**config.mk**
```make
export PLATFORM = sky130hd
export DESIGN_NAME = axi_lite_write_arb
export DESIGN_NICKNAME = d
export VERILOG_FILES = /design/src/rtl/axi_lite_write_pkg.sv /design/src/rtl/req_arbiter.sv /design/src/rtl/axi_lite_write_arb.sv
export SDC_FILE = /design/constraint.sdc
export NUM_CORES = 1
export LEC_CHECK = 0
export CAP_MARGIN = 40
export CORE_ASPECT_RATIO = 1.25
export CORE_MARGIN = 2
export CORE_UTILIZATION = 33
export DETAILED_ROUTE_END_ITERATION = 6
export PLACE_DENSITY = 0.77
export SYNTH_ARGS = -nofsm -noshare
export SYNTH_HDL_FRONTEND = slang
export SYNTH_SLANG_ARGS = --single-unit
export TNS_END_PERCENT = 50
```
**constraint.sdc**
```tcl
create_clock -name clk -period 1.3 [get_ports clk]
set_input_delay 0.26 -clock clk [delete_from_list [all_inputs] [get_ports clk]]
set_output_delay 0.26 -clock clk [all_outputs]
set_load 0.01 [all_outputs]
```
**src/rtl/axi_lite_write_pkg.sv**
```systemverilog
// Shared types and constants for the AXI-Lite write arbiter and its request arbiter.
package axi_lite_write_pkg;

   typedef enum logic [1:0] {StIdle, StSend, StResp, StAck} wr_state_e;

   localparam int unsigned ARB_FIXED = 0;
   localparam int unsigned ARB_RR    = 1;

   localparam logic [1:0] OKAY   = 2'b00;
   localparam logic [1:0] SLVERR = 2'b10;

   // Index width that stays legal for a single requester.
   function automatic int unsigned idx_width(input int unsigned n);
      return (n > 1) ? $clog2(n) : 1;
   endfunction

endpackage

```
**src/rtl/req_arbiter.sv**
```systemverilog
// Combinational one-hot arbiter: fixed priority (index 0 first) or round-robin from ptr.
module req_arbiter
   import axi_lite_write_pkg::*;
#(
   parameter int unsigned NUM_REQ = 2,
   parameter int unsigned PTR_W   = idx_width(NUM_REQ)
) (
   input  logic [NUM_REQ-1:0] req,
   input  logic               rr_mode,
   input  logic [PTR_W-1:0]   ptr,
   output logic [NUM_REQ-1:0] grant
);

   logic [PTR_W-1:0]     base;
   logic [2*NUM_REQ-1:0] rot2;
   logic [2*NUM_REQ-1:0] pick2;
   logic [NUM_REQ-1:0]   rot;
   logic [NUM_REQ-1:0]   pick;

   // Rotate so the pointer position is bit 0, isolate the lowest set bit, rotate back.
   always_comb begin
      base  = rr_mode ? ptr : '0;
      rot2  = {req, req} >> base;
      rot   = rot2[NUM_REQ-1:0];
      pick  = rot & (~rot + {{(NUM_REQ-1){1'b0}}, 1'b1});
      pick2 = {{NUM_REQ{1'b0}}, pick} << base;
      grant = pick2[NUM_REQ-1:0] | pick2[2*NUM_REQ-1:NUM_REQ];
   end

endmodule

```
**src/rtl/axi_lite_write_arb.sv**
```systemverilog
// Multi-requester AXI-Lite single-beat write master; one write in flight at a time.
// Optional watchdog enabled by defining AXI_WRITE_TIMEOUT_EN.
module axi_lite_write_arb
   import axi_lite_write_pkg::*;
#(
   parameter int unsigned NUM_REQ        = 2,
   parameter int unsigned ADDR_W         = 32,
   parameter int unsigned DATA_W         = 32,
   parameter int unsigned ARB_MODE       = 0,
   parameter int unsigned TIMEOUT_CYCLES = 256
) (
   input  logic                                clk,
   input  logic                                rst_n,
   output logic [ADDR_W-1:0]                   aw_addr,
   output logic                                aw_valid,
   input  logic                                aw_ready,
   output logic [DATA_W-1:0]                   w_data,
   output logic [DATA_W/8-1:0]                 w_strb,
   output logic                                w_valid,
   input  logic                                w_ready,
   input  logic [1:0]                          b_resp,
   input  logic                                b_valid,
   output logic                                b_ready,
   output logic [ADDR_W-1:0]                   ar_addr,
   output logic                                ar_valid,
   output logic                                r_ready,
   input  logic [NUM_REQ-1:0]                  req_i,
   input  logic [NUM_REQ-1:0][ADDR_W-1:0]      addr_i,
   input  logic [NUM_REQ-1:0][DATA_W-1:0]      data_i,
   input  logic [NUM_REQ-1:0][DATA_W/8-1:0]    strb_i,
   output logic [NUM_REQ-1:0]                  ack_o,
   output logic [1:0]                          resp_o,
   output logic                                busy_o,
   output logic                                timeout_o
);

   localparam int unsigned PTR_W  = idx_width(NUM_REQ);
   localparam int unsigned STRB_W = DATA_W / 8;

   wr_state_e            state_q;
   logic [PTR_W-1:0]     grant_q;
   logic [PTR_W-1:0]     rr_ptr_q;
   logic [NUM_REQ-1:0]   grant_oh;
   logic [PTR_W-1:0]     grant_idx;
   logic [ADDR_W-1:0]    win_addr;
   logic [DATA_W-1:0]    win_data;
   logic [STRB_W-1:0]    win_strb;
   logic                 aw_done;
   logic                 w_done;
   logic [NUM_REQ-1:0]   grant_ack;

   assign ar_addr  = '0;
   assign ar_valid = 1'b0;
   assign r_ready  = 1'b0;

   req_arbiter #(
      .NUM_REQ (NUM_REQ),
      .PTR_W   (PTR_W)
   ) u_req_arbiter (
      .req     (req_i),
      .rr_mode (ARB_MODE == ARB_RR),
      .ptr     (rr_ptr_q),
      .grant   (grant_oh)
   );

   always_comb begin
      grant_idx = '0;
      win_addr  = '0;
      win_data  = '0;
      win_strb  = '0;
      for (int k = 0; k < NUM_REQ; k++) begin
         if (grant_oh[k]) begin
            grant_idx = PTR_W'(k);
            win_addr  = addr_i[k];
            win_data  = data_i[k];
            win_strb  = strb_i[k];
         end
      end
   end

   // A channel is finished once its valid has already dropped or is handshaking now.
   assign aw_done   = !aw_valid || aw_ready;
   assign w_done    = !w_valid || w_ready;
   assign grant_ack = {{(NUM_REQ-1){1'b0}}, 1'b1} << grant_q;

`ifdef AXI_WRITE_TIMEOUT_EN
   localparam int unsigned CNT_W = $clog2(TIMEOUT_CYCLES + 1);
   logic [CNT_W-1:0] tmo_cnt_q;
`else
   assign timeout_o = 1'b0;
`endif

   always_ff @(posedge clk) begin
      if (!rst_n) begin
         state_q  <= StIdle;
         grant_q  <= '0;
         rr_ptr_q <= '0;
         aw_addr  <= '0;
         aw_valid <= 1'b0;
         w_data   <= '0;
         w_strb   <= '0;
         w_valid  <= 1'b0;
         b_ready  <= 1'b0;
         ack_o    <= '0;
         resp_o   <= OKAY;
         busy_o   <= 1'b0;
`ifdef AXI_WRITE_TIMEOUT_EN
         timeout_o <= 1'b0;
         tmo_cnt_q <= '0;
`endif
      end else begin
         ack_o <= '0;
`ifdef AXI_WRITE_TIMEOUT_EN
         timeout_o <= 1'b0;
`endif
         unique case (state_q)
            StIdle: begin
               if (|req_i) begin
                  grant_q  <= grant_idx;
                  aw_addr  <= win_addr;
                  w_data   <= win_data;
                  w_strb   <= win_strb;
                  aw_valid <= 1'b1;
                  w_valid  <= 1'b1;
                  busy_o   <= 1'b1;
                  state_q  <= StSend;
`ifdef AXI_WRITE_TIMEOUT_EN
                  tmo_cnt_q <= '0;
`endif
               end
            end
            StSend: begin
               if (aw_valid && aw_ready) aw_valid <= 1'b0;
               if (w_valid && w_ready) w_valid <= 1'b0;
               if (aw_done && w_done) begin
                  b_ready <= 1'b1;
                  state_q <= StResp;
               end
            end
            StResp: begin
               if (b_valid) begin
                  resp_o  <= b_resp;
                  b_ready <= 1'b0;
                  ack_o   <= grant_ack;
                  state_q <= StAck;
               end
            end
            StAck: begin
               busy_o   <= 1'b0;
               rr_ptr_q <= (grant_q == PTR_W'(NUM_REQ - 1)) ? '0 : grant_q + 1'b1;
               state_q  <= StIdle;
            end
            default: state_q <= StIdle;
         endcase
`ifdef AXI_WRITE_TIMEOUT_EN
         // A B handshake landing on the expiry cycle still completes normally.
         if (state_q == StSend || state_q == StResp) begin
            if (tmo_cnt_q == CNT_W'(TIMEOUT_CYCLES - 1) && !(state_q == StResp && b_valid)) begin
               aw_valid  <= 1'b0;
               w_valid   <= 1'b0;
               b_ready   <= 1'b0;
               resp_o    <= SLVERR;
               ack_o     <= grant_ack;
               timeout_o <= 1'b1;
               state_q   <= StAck;
            end else begin
               tmo_cnt_q <= tmo_cnt_q + 1'b1;
            end
         end
`endif
      end
   end

endmodule

```
==> results of run 1 <==
-- kinds of logic (layout without fill, tap and decap cells) --
family | count (synthesis) | count (layout) | share of synthesized area [%]
and+or+nand+nor | 152 | 152 | 15.3
muxes | 2 | 2 | 0.508
AOI/OAI and AO/OA | 219 | 219 | 28.7
buffers and inverters | 86 | 275 | 13.7
DFF | 79 | 79 | 40.2
adders and majority gates | 5 | 5 | 1.59
other | 1 | 35 | 0.0952
-- area by class of cell --
type                    count  share of cell area, %
repair buffers            252                   37.1
multi-input cells         413                   31.0
flip-flops and latches     79                   23.7
clock buffers              11                   3.63
clock inverters             5                   1.21
well taps                 161                   3.01
inverters                   7                  0.430
-- worst register-to-register path: stages (launching register included) --
cell and delay (ns):
dfxtp_2 0.36, inv_4 0.05, ha_4 0.16, nor2b_4 0.13, buf_12 0.14, buf_4 0.14
buf_12 0.14, o21ai_2 0.12, a21oi_1 0.05
-- repair_timing --
item,CTS,global route
resized for setup,99,79
pin swaps,2,2
cloned,2,0
setup endpoints to repair,150,74
setup buffers,4,4
-- state kept, by name, summed over array words and instances, names as in the netlist --
| name | count |
|---|---|
| aw_addr | 32 |
| w_data | 32 |
| w_strb | 4 |
| ack_o | 2 |
| resp_o | 2 |
| state_q | 2 |
| aw_valid | 1 |
| b_ready | 1 |
| busy_o | 1 |
| grant_q | 1 |
| w_valid | 1 |
-- per-layer routing --
metal / vias to the layer above / GRT usage, % / wire [um]
met5: - / 0 / 0
met4: 0 / 9.54 / 431
met3: 31 / 4.66 / 1040
met2: 206 / 37.0 / 7000
met1: 2036 / 22.5 / 5150
li1: 2200 / - / -
-- path summary, 6_finish.rpt --
check | from | end | slack, ns
max | state_q[1]$_SDFFE_PN0P_ | aw_addr[4]$_SDFFE_PN0P_ | -0.10
min | rst_n | w_data[12]$_SDFFE_PN0P_ | 0.38
max reg2reg | state_q[1]$_SDFFE_PN0P_ | aw_addr[4]$_SDFFE_PN0P_ | -0.10
min reg2reg | grant_q$_SDFFE_PN0P_ | ack_o[0]$_SDFF_PN0_ | 0.45
-- synthesized netlist by cell type --
cell	count	area [um^2]
nor2b_4	1	13.8
and2_1	2	12.5
inv_1	6	22.5
dfxtp_1	79	1580
nand2_1	75	282
buf_2	13	65.1
buf_6	5	56.3
nand3_1	3	15.0
o21a_1	1	7.51
inv_2	1	3.75
mux2i_1	2	20.0
o22ai_1	6	37.5
ha_1	5	62.6
nor2_1	66	248
conb_1	1	3.75
o21ai_1	22	110
a311oi_1	1	8.76
nand2_2	1	6.26
o21ai_0	113	566
clkbuf_1	14	52.6
a21oi_1	69	345
clkbuf_2	5	25.0
o211ai_1	1	7.51
a21boi_0	5	37.5
nor2b_1	3	18.8
buf_4	42	315
o31a_1	1	8.76
nor2_2	1	6.26
-- stage by stage --
step | instances | util, % | total power [mW]
after detailed placement | 903 | 53.4 | 8.61
after global routing | 928 | 57.6 | 12.4
after global placement | 903 | 53.4 | 8.45
final | 928 | 57.6 | 11.7
after floorplan | 578 | - | 5.91
after CTS | 925 | 56.5 | 11.4
-- report_power, final --
part	internal [mW]	leakage, nW	total, mW	switching, mW
combinational	2.59	2.07	5.36	2.76
sequential	3.20	0.657	3.64	0.447
clock	1.73	0.156	2.72	0.990
==> metrics.csv, run 1 <==
stage,metric,value,unit
run_status,status,"complete, but fails checks",
run_status,failed_checks,negative setup slack,
clock_tree,cts_tree,built,
job,cap_violations,0,
worst_setup_path,endpoint_kind,register,
timing,setup_violations,46,
route,dr.pass1.iters,6,
route,wire_per_inst,14.7,um
global_routing,grt_pass1_vias,4382,
global_routing,grt_pass1_wl,21000,um
worst_setup_path,cp-start-kind,register,
global_routing,grt_antenna_before_repair,0,
worst_setup_path,required,1.51,ns
worst_setup_path,path_delay_family,buffers and inverters,
clock_tree,clkTransAtPathRegs,0.06,ns
worst_setup_path,cp.arrival,1.61,ns
die,core,11600,um^2
timing,min_period,1.40,ns
route,initialDrtViolationCount,178,
clock_tree,cts_buffers,9,
place,port_buffers,220,
die,die_x,102,um
clock_tree,insertion_delay,0.33,ns
worst_setup_path,path_max_fanout,7,
synth,yosys_warnings,0,
synth,yosysSeqAreaShare,40.2,%
pwr,power_density,1750,nW/um^2
timing,period_share,108,%
clock_tree,htree_levels,3,
cells_and_area,multi_input_area,2070,um^2
cells_and_area,synthToLayoutAreaGrowth,69.9,%
place,routabilityCongestion,0.802,
place,post-place-ws,-0.151,ns
cells_and_area,seqCellArea,1580,um^2
cells_and_area,layout-drive-gt1-share,11.2,%
worst_setup_path,crit_cells,8,
worst_setup_path,cpPeakStageDelay,0.36,ns
synth,syn-mean-instance-area,7.24,um^2
worst_setup_path,crit_top_cell,buf_12,
route,wl,13600,um
route,vias,4473,
timing,hold_violations,0,
timing,tightestPinTransition,0.522,ns
pwr,leakage,2.88,nW
timing,rsz0062_at_grt,true,
global_routing,grt_usage,20.6,%
timing,drv_slew,0,
die,num_io_pins,256,
cells_and_area,fin_area,6690,um^2
clock_tree,cts.path.max_buffers,2,
place,dp_hpwl,9830,um
timing,finalHoldWorstSlack,0.383,ns
timing,fin_ws,-0.103,ns
route,detail-route-antenna-nets,0,
die,die_h,126,um
place,place_area,6200,um^2
synth,netlist_area,3940,um^2
hold_path,min_path_cells,4,
synth,yosysUniqueCellTypes,28,
worst_setup_path,rr_worst_depth,8,
timing,tns,-2.00,ns
clock_tree,holdBufCountCts,0,
die,initial_core_util,33.9,%
cells_and_area,fillers,1070,
global_routing,grt_max_degree,44,
route,via_per_inst,4.82,
worst_setup_path,critical_path_class,register to register,
cells_and_area,final_cell_mix,"141 x clkdlybuf4s50_1, 77 x dfxtp_1, 75 x nand2_1",
clock_tree,cts_sinks,79,
hold_path,hp-class,primary input to register,
cells_and_area,diodes,0,
timing,clock_skew,0.0120,ns
die,num_rows,44,
synth,postSynthCellCount,544,
timing,fmax,0.713,GHz
timing,relSlewSlack,65.2,%
worst_setup_path,path_cells,inv_4 > ha_4 > nor2b_4 > buf_12 > buf_4 > buf_12 > o21ai_2 > a21oi_1,
route,drc,0,
die,die_area,12800,um^2
cells_and_area,layout_commonest_cell,clkdlybuf4s50_1,
global_routing,grt_overflow,0,
worst_setup_path,critPathSlowestCell,dfxtp_2,
synth,synth_seq_cells,79,
cells_and_area,layout.nets,912,
pwr,vdd_drop_max,1.01,mV
clock_tree,ctsRootBufferMaster,clkbuf_16,
worst_setup_path,path_buf_inv,4,
Power figures use the tool's default switching activity.
==> inputs of run 2 (changes only) <==
- ABC_AREA: unset -> 1
- CORE_UTILIZATION: 33 -> 32
- GPL_TIMING_DRIVEN: unset -> 0
- PLACE_DENSITY: 0.77 -> 0.78
==> metrics.csv, run 2 <==
stage,metric,value,unit
worst_setup_path,cp-start-kind,register,
synth,yosys_warnings,0,
pwr,power,11.9,mW
timing,tns,-0.0698,ns
die,die_x,99.5,um
place,port_buffers,218,
route,detail-route-antenna-nets,0,
clock_tree,cts_sinks,79,
worst_setup_path,endpoint_kind,register,
global_routing,grt_usage,21.6,%
cells_and_area,multi_input_area,1820,um^2
global_routing,grt_max_degree,14,
hold_path,hp-class,primary input to register,
route,drc,0,
pwr,vdd_drop_max,0.903,mV
cells_and_area,synthToLayoutAreaGrowth,84.4,%
synth,synth-edff-count,0,
clock_tree,insertion_delay,0.33,ns
timing,fin_ws,-0.0329,ns
synth,synth_most_common_cell,a21oi_1,
synth,yosysUniqueCellTypes,24,
route,via_per_inst,4.89,
synth,syn-mean-instance-area,7.68,um^2
global_routing,grt_overflow,0,
timing,fmax,0.750,GHz
timing,clock_skew,0.00375,ns
place,dp_cells,862,
timing,hold_violations,0,
cells_and_area,fillers,999,
clock_tree,cts_buffers,9,
cells_and_area,diodes,0,
place,dp_hpwl,10700,um
synth,synth_top_area_share,43.3,%
worst_setup_path,required,1.52,ns
run_status,failed_checks,negative setup slack,
cells_and_area,layout-drive-gt1-share,16.6,%
timing,setup_violations,8,
worst_setup_path,path_max_fanout,10,
timing,drv_slew,0,
synth,postSynthCellCount,475,
die,die_area,12300,um^2
place,routabilityCongestion,0.883,
synth,synthFlopType,dfxtp_1,
timing,min_period,1.33,ns
die,initial_core_util,32.8,%
cells_and_area,top_regs,"aw_addr (32), w_data (32), w_strb (4)",
route,wl,14000,um
pwr,power_density,1780,nW/um^2
timing,finalHoldWorstSlack,0.327,ns
synth,synth.area.top_cells,"dfxtp_1 43%, a21oi_1 15%, buf_4 8.2%, nand2_1 6.3%, nand3_1 6.0%",
clock_tree,cts_tree,built,
route,vias,4349,
cells_and_area,layout.nets,899,
die,num_rows,43,
synth,synth.largest_area_cell,dfxtp_1,
job,cap_violations,0,
synth,synth_top_cells_by_count,"108 x a21oi_1, 79 x dfxtp_1, 61 x nand2_1, 44 x nand3_1, 43 x o21ai_0",
route,dr.pass1.iters,4,
run_status,status,"complete, but fails checks",
cells_and_area,final_cells,889,
cells_and_area,layout_commonest_cell,clkdlybuf4s50_1,
route,initialDrtViolationCount,162,
timing,rsz0062_at_grt,true,
die,die_h,123,um
global_routing,grt_antenna_before_repair,0,
clock_tree,cts.path.max_buffers,2,
synth,synth_seq_cells,79,
synth,yosysSeqAreaShare,43.3,%
clock_tree,htree_levels,3,
timing,period_share,103,%
clock_tree,clkTransAtPathRegs,0.06,ns
clock_tree,ctsRootBufferMaster,clkbuf_16,
cells_and_area,final_cell_mix,"141 x clkdlybuf4s50_1, 102 x a21oi_1, 76 x dfxtp_1",
cells_and_area,seqCellArea,1590,um^2
place,post-place-ws,-0.678,ns
worst_setup_path,cp.arrival,1.55,ns
die,num_io_pins,256,
worst_setup_path,critical_path_class,register to register,
pwr,leakage,3.02,nW
global_routing,grt_pass1_wl,20800,um
route,wire_per_inst,15.8,um
synth,netlist_area,3650,um^2
global_routing,grt_pass1_vias,4182,
die,core,11100,um^2
synth,async_reset_ff_share,0,%
run 2: changes by cell type in the layout (fill, tap and decap cells not counted), sizes merged, moves of 23 or more:
cell | before | now
o21ai | 135 | 47
nor2 | 67 | 9
nand3 | 3 | 44
a21oi | 69 | 108
buf | 35 | 60
clkbuf | 11 | 34
run 2: worst paths after layout:
check                                             start                 endpoint  slack [ns]  depth (start not counted)
worst min-delay path                           req_i[1]   w_data[4]$_SDFFE_PN0P_        0.33                          3
worst max register to register  state_q[0]$_SDFFE_PN0P_  aw_addr[4]$_SDFFE_PN0P_       -0.03                          7
worst max-delay path            state_q[0]$_SDFFE_PN0P_  aw_addr[4]$_SDFFE_PN0P_       -0.03                          7
worst min register to register     b_ready$_SDFFE_PN0P_     b_ready$_SDFFE_PN0P_        0.47                          2
run 2: kinds of logic after synthesis:
| group | Yosys count | synth area share, % |
|---|---|---|
| AOI/OAI and AO/OA | 181 | 26.7 |
| buffers and inverters | 91 | 14.1 |
| adders and majority gates | 5 | 1.71 |
| other | 1 | 0.103 |
| and+or+nand+nor | 118 | 14.1 |
| DFF | 79 | 43.3 |
run 2: final cells by class:
type                       instances  share of cell area (%)
timing repair buffer             229                    32.5
multi-input combinational        339                    27.0
sequential                        79                    23.6
buffer                            72                    7.85
clock buffer                      10                    3.40
tap                              135                    2.51
clock inverter                     6                    1.97
inverter                          19                    1.25
run 2: timing repair:
| item | CTS | global route |
|---|---|---|
| hold buffers | 0 | 0 |
| pin swaps | 3 | 9 |
| setup endpoints to repair | 150 | 80 |
| hold endpoints to repair | 0 | 0 |
| buffers inserted | 9 | 2 |
| resized for setup | 112 | 70 |
run 2: layer usage:
metal  wire [um]  track usage (%)
met2        7010             38.2
met1        5410             23.8
met5           0                0
met3        1310             7.46
met4         297             8.13
run 2: critical path, cell delays in order (launching register included):
cell and delay (ns):
dfxtp_2 0.36, inv_4 0.05, ha_4 0.17, o21ai_4 0.12, inv_4 0.10, clkbuf_8 0.18, o21ai_0 0.17, a21oi_1 0.06
run 2: stage by stage:
| stage | utilization (%) | area, um^2 |
|---|---|---|
| global placement | 55.2 | 6150 |
| floorplan | - | 3800 |
| global route | 60.4 | 6730 |
| finish | 60.4 | 6730 |
| detailed placement | 55.2 | 6150 |
| CTS | 59.1 | 6590 |
run 2: where the power goes:
part | leakage, nW | internal [mW] | switching [mW] | total [mW]
registers | 0.653 | 3.17 | 0.421 | 3.59
logic | 2.19 | 2.55 | 2.74 | 5.28
clock network | 0.173 | 2.07 | 1.01 | 3.07
